===== src/rtl/rf_wport_arbiter_pkg.sv =====
// rf_wport_arbiter_pkg: shared defaults and state encoding for the register-file write-port arbiter
package rf_wport_arbiter_pkg;

    localparam int NREQ_DEF = 4;
    localparam int AW_DEF   = 3;
    localparam int DW_DEF   = 16;

    typedef enum logic {
        IDLE  = 1'b0,
        GRANT = 1'b1
    } state_t;

    // Pointer width; a 1-bit pointer is still needed when NREQ is small.
    function automatic int ptr_w(input int n);
        return (n > 1) ? $clog2(n) : 1;
    endfunction

endpackage


===== src/rtl/rf_wport_arbiter_rr_pick.sv =====
// rr_pick: combinational rotate-priority pick of the first eligible index at or after ptr
//   elig  in   NREQ  eligible requesters
//   ptr   in   PW    highest-priority index this cycle
//   win   out  NREQ  one-hot winner (zero when nothing eligible)
//   idx   out  PW    binary index of the winner
//   valid out  1     at least one requester eligible
module rr_pick
    import rf_wport_arbiter_pkg::*;
#(
    parameter int NREQ = NREQ_DEF,
    parameter int PW   = ptr_w(NREQ_DEF)
) (
    input  logic [NREQ-1:0] elig,
    input  logic [PW-1:0]   ptr,
    output logic [NREQ-1:0] win,
    output logic [PW-1:0]   idx,
    output logic            valid
);

    logic [PW-1:0] j;

    // Scan from the farthest offset down to offset 0 so the nearest
    // eligible index to ptr overwrites any earlier match.
    always_comb begin
        win   = '0;
        idx   = '0;
        j     = '0;
        valid = |elig;
        for (int k = NREQ - 1; k >= 0; k--) begin
            j = PW'((int'(ptr) + k) % NREQ);
            if (elig[j]) begin
                win    = '0;
                win[j] = 1'b1;
                idx    = j;
            end
        end
    end

endmodule


===== src/rtl/rf_wport_arbiter.sv =====
// rf_wport_arbiter: round-robin arbiter for the single register-file write port
//   clk       in   1        clock
//   rst       in   1        asynchronous active-low reset
//   req       in   NREQ     per-requester write request (level, held until granted)
//   req_addr  in   NREQ*AW  requester i address at [i*AW +: AW]
//   req_data  in   NREQ*DW  requester i data at [i*DW +: DW]
//   gnt       out  NREQ     one-hot one-cycle grant pulse
//   rf_wen    out  1        register-file write enable
//   rf_waddr  out  AW       register-file write address
//   rf_wdata  out  DW       register-file write data
// Optional: RF_WPORT_R0_GUARD_EN suppresses rf_wen for writes to register 0.
module rf_wport_arbiter
    import rf_wport_arbiter_pkg::*;
#(
    parameter int NREQ = NREQ_DEF,
    parameter int AW   = AW_DEF,
    parameter int DW   = DW_DEF
) (
    input  logic               clk,
    input  logic               rst,
    input  logic [NREQ-1:0]    req,
    input  logic [NREQ*AW-1:0] req_addr,
    input  logic [NREQ*DW-1:0] req_data,
    output logic [NREQ-1:0]    gnt,
    output logic               rf_wen,
    output logic [AW-1:0]      rf_waddr,
    output logic [DW-1:0]      rf_wdata
);

    localparam int PW = ptr_w(NREQ);

    state_t          state, state_nx;
    logic [PW-1:0]   ptr, ptr_nx;
    logic [NREQ-1:0] gnt_nx;
    logic [AW-1:0]   waddr_nx;
    logic [DW-1:0]   wdata_nx;
    logic [NREQ-1:0] elig, win;
    logic [PW-1:0]   idx;
    logic            valid;

    // The current grantee is masked so a requester that drops req on the
    // edge after its grant is not granted a second time.
    assign elig = req & ~gnt;

    rr_pick #(.NREQ(NREQ), .PW(PW)) u_pick (
        .elig  (elig),
        .ptr   (ptr),
        .win   (win),
        .idx   (idx),
        .valid (valid)
    );

    always_comb begin
        state_nx = valid ? GRANT : IDLE;
        gnt_nx   = valid ? win : '0;
        waddr_nx = valid ? req_addr[idx*AW +: AW] : rf_waddr;
        wdata_nx = valid ? req_data[idx*DW +: DW] : rf_wdata;
        ptr_nx   = !valid ? ptr : (idx == PW'(NREQ - 1)) ? '0 : idx + 1'b1;
    end

    always_ff @(posedge clk or negedge rst) begin
        if (!rst) begin
            state    <= IDLE;
            ptr      <= '0;
            gnt      <= '0;
            rf_waddr <= '0;
            rf_wdata <= '0;
        end else begin
            state    <= state_nx;
            ptr      <= ptr_nx;
            gnt      <= gnt_nx;
            rf_waddr <= waddr_nx;
            rf_wdata <= wdata_nx;
        end
    end

    // Enable is decoded from registered state only, so no input reaches it
    // combinationally.
`ifdef RF_WPORT_R0_GUARD_EN
    assign rf_wen = (state == GRANT) && (rf_waddr != '0);
`else
    assign rf_wen = (state == GRANT);
`endif

endmodule


===== config.mk =====
export PLATFORM = sky130hd
export DESIGN_NAME = rf_wport_arbiter
export DESIGN_NICKNAME = d
export VERILOG_FILES = /design/src/rtl/rf_wport_arbiter_pkg.sv /design/src/rtl/rf_wport_arbiter_rr_pick.sv /design/src/rtl/rf_wport_arbiter.sv
export SDC_FILE = /design/constraint.sdc
export NUM_CORES = 1
export LEC_CHECK = 0
export BUFFER_PORTS_ARGS = -buffer_cell sky130_fd_sc_hd__buf_2
export CAP_MARGIN = 20
export CORE_ASPECT_RATIO = 1.25
export CORE_MARGIN = 4
export CORE_UTILIZATION = 40
export DETAILED_ROUTE_END_ITERATION = 10
export PLACE_DENSITY_LB_ADDON = 0.3
export SLEW_MARGIN = 20
export SYNTH_ARGS = -nofsm -noshare
export SYNTH_HDL_FRONTEND = slang
export SYNTH_SLANG_ARGS = --single-unit

===== constraint.sdc =====
create_clock -name clk -period 8.3 [get_ports clk]
set_input_delay 1.66 -clock clk [delete_from_list [all_inputs] [get_ports clk]]
set_output_delay 1.66 -clock clk [all_outputs]
set_load 0.02 [all_outputs]

==> summary.md <==
| Metric | Value |
|---|---|
| Status | `finished clean` |
| Horiz. Die Dim | `82.18 microns` |
| Synth top area share | `0.2365` |
| Worst-path cell chain | `buf_2 -> nor2b_1 -> mux4_2 -> or2_1 -> o221ai_4 -> mux2i_1 -> a211oi_1` |
| Sw frac | `0.5177` |
| Clock Tree Root | `clkbuf_8` |
| Power per cell area | `462.6 nW/um^2` |
| Syn Inst Count | `326` |
| Fin Setup TNS | `0 ps` |
| Sequential share of power | `0.149` |
| CTS tree | `yes` |
| Post-CTS Setup Bufs | `0` |
| Final instance area | `3344 sq um` |
| Crit-path max cell delay | `930 ps` |
| CP Class | `in -> reg` |
| CTS H-Tree Depth | `1` |
| Fin nets | `497` |
| Synthesized net count | `412` |
| Clock network power share | `0.072` |
| First-pass GRT wire length | `13210 microns` |
| Main synth FF type | `dfrtp_1` |
| Row Count | `33` |
| Die area | `8278 sq um` |
| Commonest non-fill, non-tap cell in the layout | `buf_2` |
| Slowest CP cell | `o221ai_4` |
| Chip height | `100.7 microns` |
| DRT Pass-1 Iters | `5` |
| Nature of the critical path endpoint | `flip-flop` |
| DRT Wirelength | `8223 microns` |
| Hold Crit Class | `reg -> reg` |
| Initial Util | `0.4165` |
| WP buf/inv | `1` |
| Tightest Pin Transition | `1041 ps` |
| Core Area | `6606 sq um` |
| Dpl hpwl | `5717 microns` |
| Final Hold Vio Count | `0` |
| Main area contributors after synthesis | `dfrtp_1 24%, mux2i_1 15%, nand2_1 6.1%` |
| GR Overflow Total | `0` |
| Largest net degree at the start of global routing | `32` |
| Ys Warns | `0` |
| Hold_ws | `557.8 ps` |
| Initial detailed-routing violation count | `178` |
| Area taken by multi-input logic gates | `1879 sq um` |
| PortBufs | `105` |
| Layout area overhead | `21.56%` |
| Yosys cell types | `32` |
| Sequential Area | `650.6 sq um` |
| Clk sinks | `26` |
| Via Count | `2826` |
| Vias in the first global route | `2751` |
| Syn_area_per_cell | `8.440 sq um` |
| Pleak | `1.583 nW` |
| Slew margin rel. | `0.3059` |
| Maximum clock insertion buffer count | `2` |
| Async SR Flop Fraction | `1.000` |
| Crit path arrival time | `4670 ps` |
| Gr usage total | `0.1993` |
| Yosys top cell by area | `dfrtp_1` |
| Worst-path fanout max | `29` |
| Most frequent cells in the layout | `105 x buf_2, 45 x nand2_1, 40 x mux2i_1` |
| Vias per inst | `5.686` |
| Comb pwr share | `0.779` |
| VDD IR max | `0.2017 mV` |
| Seq/Total Area, Yosys | `0.2365` |
| CP Launch Type | `input pin` |
| GP Congestion | `0.7913` |
| Psw | `0.8009 mW` |
| I/O pin count | `106` |
| Placement Cell Area | `3273 sq um` |
| Crit-path leading delay family | `compound AO/OA/AOI/OAI gates` |
| Hold buffers post-CTS | `0` |
| Post-layout min period | `4487 ps` |
| Layout cell share with drive strength beyond 1 | `0.3268` |
| Internal power | `0.7461 mW` |
| Clock Skew | `8.726 ps` |
| Unrepaired setup endpoints after global routing | `false` |
| Worst-skew pair later-pin latency | `280 ps` |
| Fillers | `660` |
| Tcrit/Tclk final | `0.5406` |
| Worst-path clk slew | `110 ps` |
| Routed Antenna Nets | `0` |
| Setup violators final | `0` |
| Drt drc | `0` |
| CTS buffer count | `3` |
| WL/cell | `16.55 microns` |
| MaxCap Viol Count | `0` |
| Slew Limit Fails | `0` |
| Initial antenna violation count | `0` |
| Post-synth EDFFs | `0` |
| Diodes inserted | `0` |
| Worst EP required | `8490 ps` |
| Fmax | `0.2229 GHz` |
| Post-Syn Area | `2751 sq um` |
| Post-synthesis register bit count | `26` |
| PostCTS Resize Cnt | `0` |
## worst min-delay path, stage by stage (launching register included)
cell	delay, ps
dfrtp_1	390
nor2_1	100
a211oi_1	40
## logic make-up after synthesis
kind of cell	count (synthesis)	synth area share
AOI/OAI and AO/OA	93	0.2942
xor gates and xnor gates	1	0.003184
adders and majority gates	4	0.01819
buffers and inverters	50	0.08731
DFF	26	0.2365
muxes	48	0.1946
and+or+nand+nor	104	0.1660
## layer usage
layer / global-route usage / wire (microns)
met2: 0.3481 / 4153
met5: 0 / 0
met4: 0.04987 / 60
met3: 0.03131 / 646
met1: 0.2510 / 3361
## stage by stage
step           cells  power, mW  utilization  setup slack (ps)
6_report         497      1.547       0.5063              3813
5_1_grt          497      1.680       0.5063              3563
4_1_cts          497      1.564       0.5063              3779
3_5_place_dp     493      1.451       0.4955              3459
3_3_place_gp     493      1.428       0.4955              3546
2_1_floorplan    326      1.230            -              4732
## power groups by stage
stage	Combinational (mW)	Clock (mW)	Sequential (mW)
after global routing	1.32	0.119	0.239
final	1.20	0.111	0.231
after CTS	1.22	0.114	0.232
after global placement	1.19	0	0.233
after detailed placement	1.22	0	0.235
after floorplan	0.930	0	0.300
## flip-flops by register name, indices dropped and copies added (netlist names)
register  cells
rf_wdata     16
gnt           4
rf_waddr      3
ptr           2
rf_wen        1
## synthesized netlist by cell type, drive strengths merged (7+ instances only)
library cell,instances
nand2,45
clkbuf,18
a31o,19
o21ai,7
nor2b,8
a21oi,7
a211oi,20
a2111oi,19
nor3,19
inv,21
nor2,23
buf,11
dfrtp,26
a22o,19
mux2i,40
## final timing paths
kind,from,to,slack [ps],depth (start not counted)
worst min-delay path,rf_wdata[9]$_DFFE_PN0P_,rf_wdata[9]$_DFFE_PN0P_,560,2
worst max-delay path,req[0],rf_wdata[5]$_DFFE_PN0P_,3810,7
min in group asynchronous,rst,rf_wdata[7]$_DFFE_PN0P_,1390,1
worst min register to register,rf_wdata[9]$_DFFE_PN0P_,rf_wdata[9]$_DFFE_PN0P_,560,2
worst max register to register,ptr[0]$_DFFE_PN0P_,rf_wdata[5]$_DFFE_PN0P_,4370,7
max in group asynchronous,rst,ptr[0]$_DFFE_PN0P_,6490,1
## final cells by class
class | count | area share
tap | 87 | 0.03255
clock inverter | 1 | 0.008979
multi-input combinational | 250 | 0.5619
sequential | 26 | 0.1945
inverter | 21 | 0.02357
clock buffer | 3 | 0.01235
timing repair buffer | 109 | 0.1661
(Power assumes the default switching activity.)
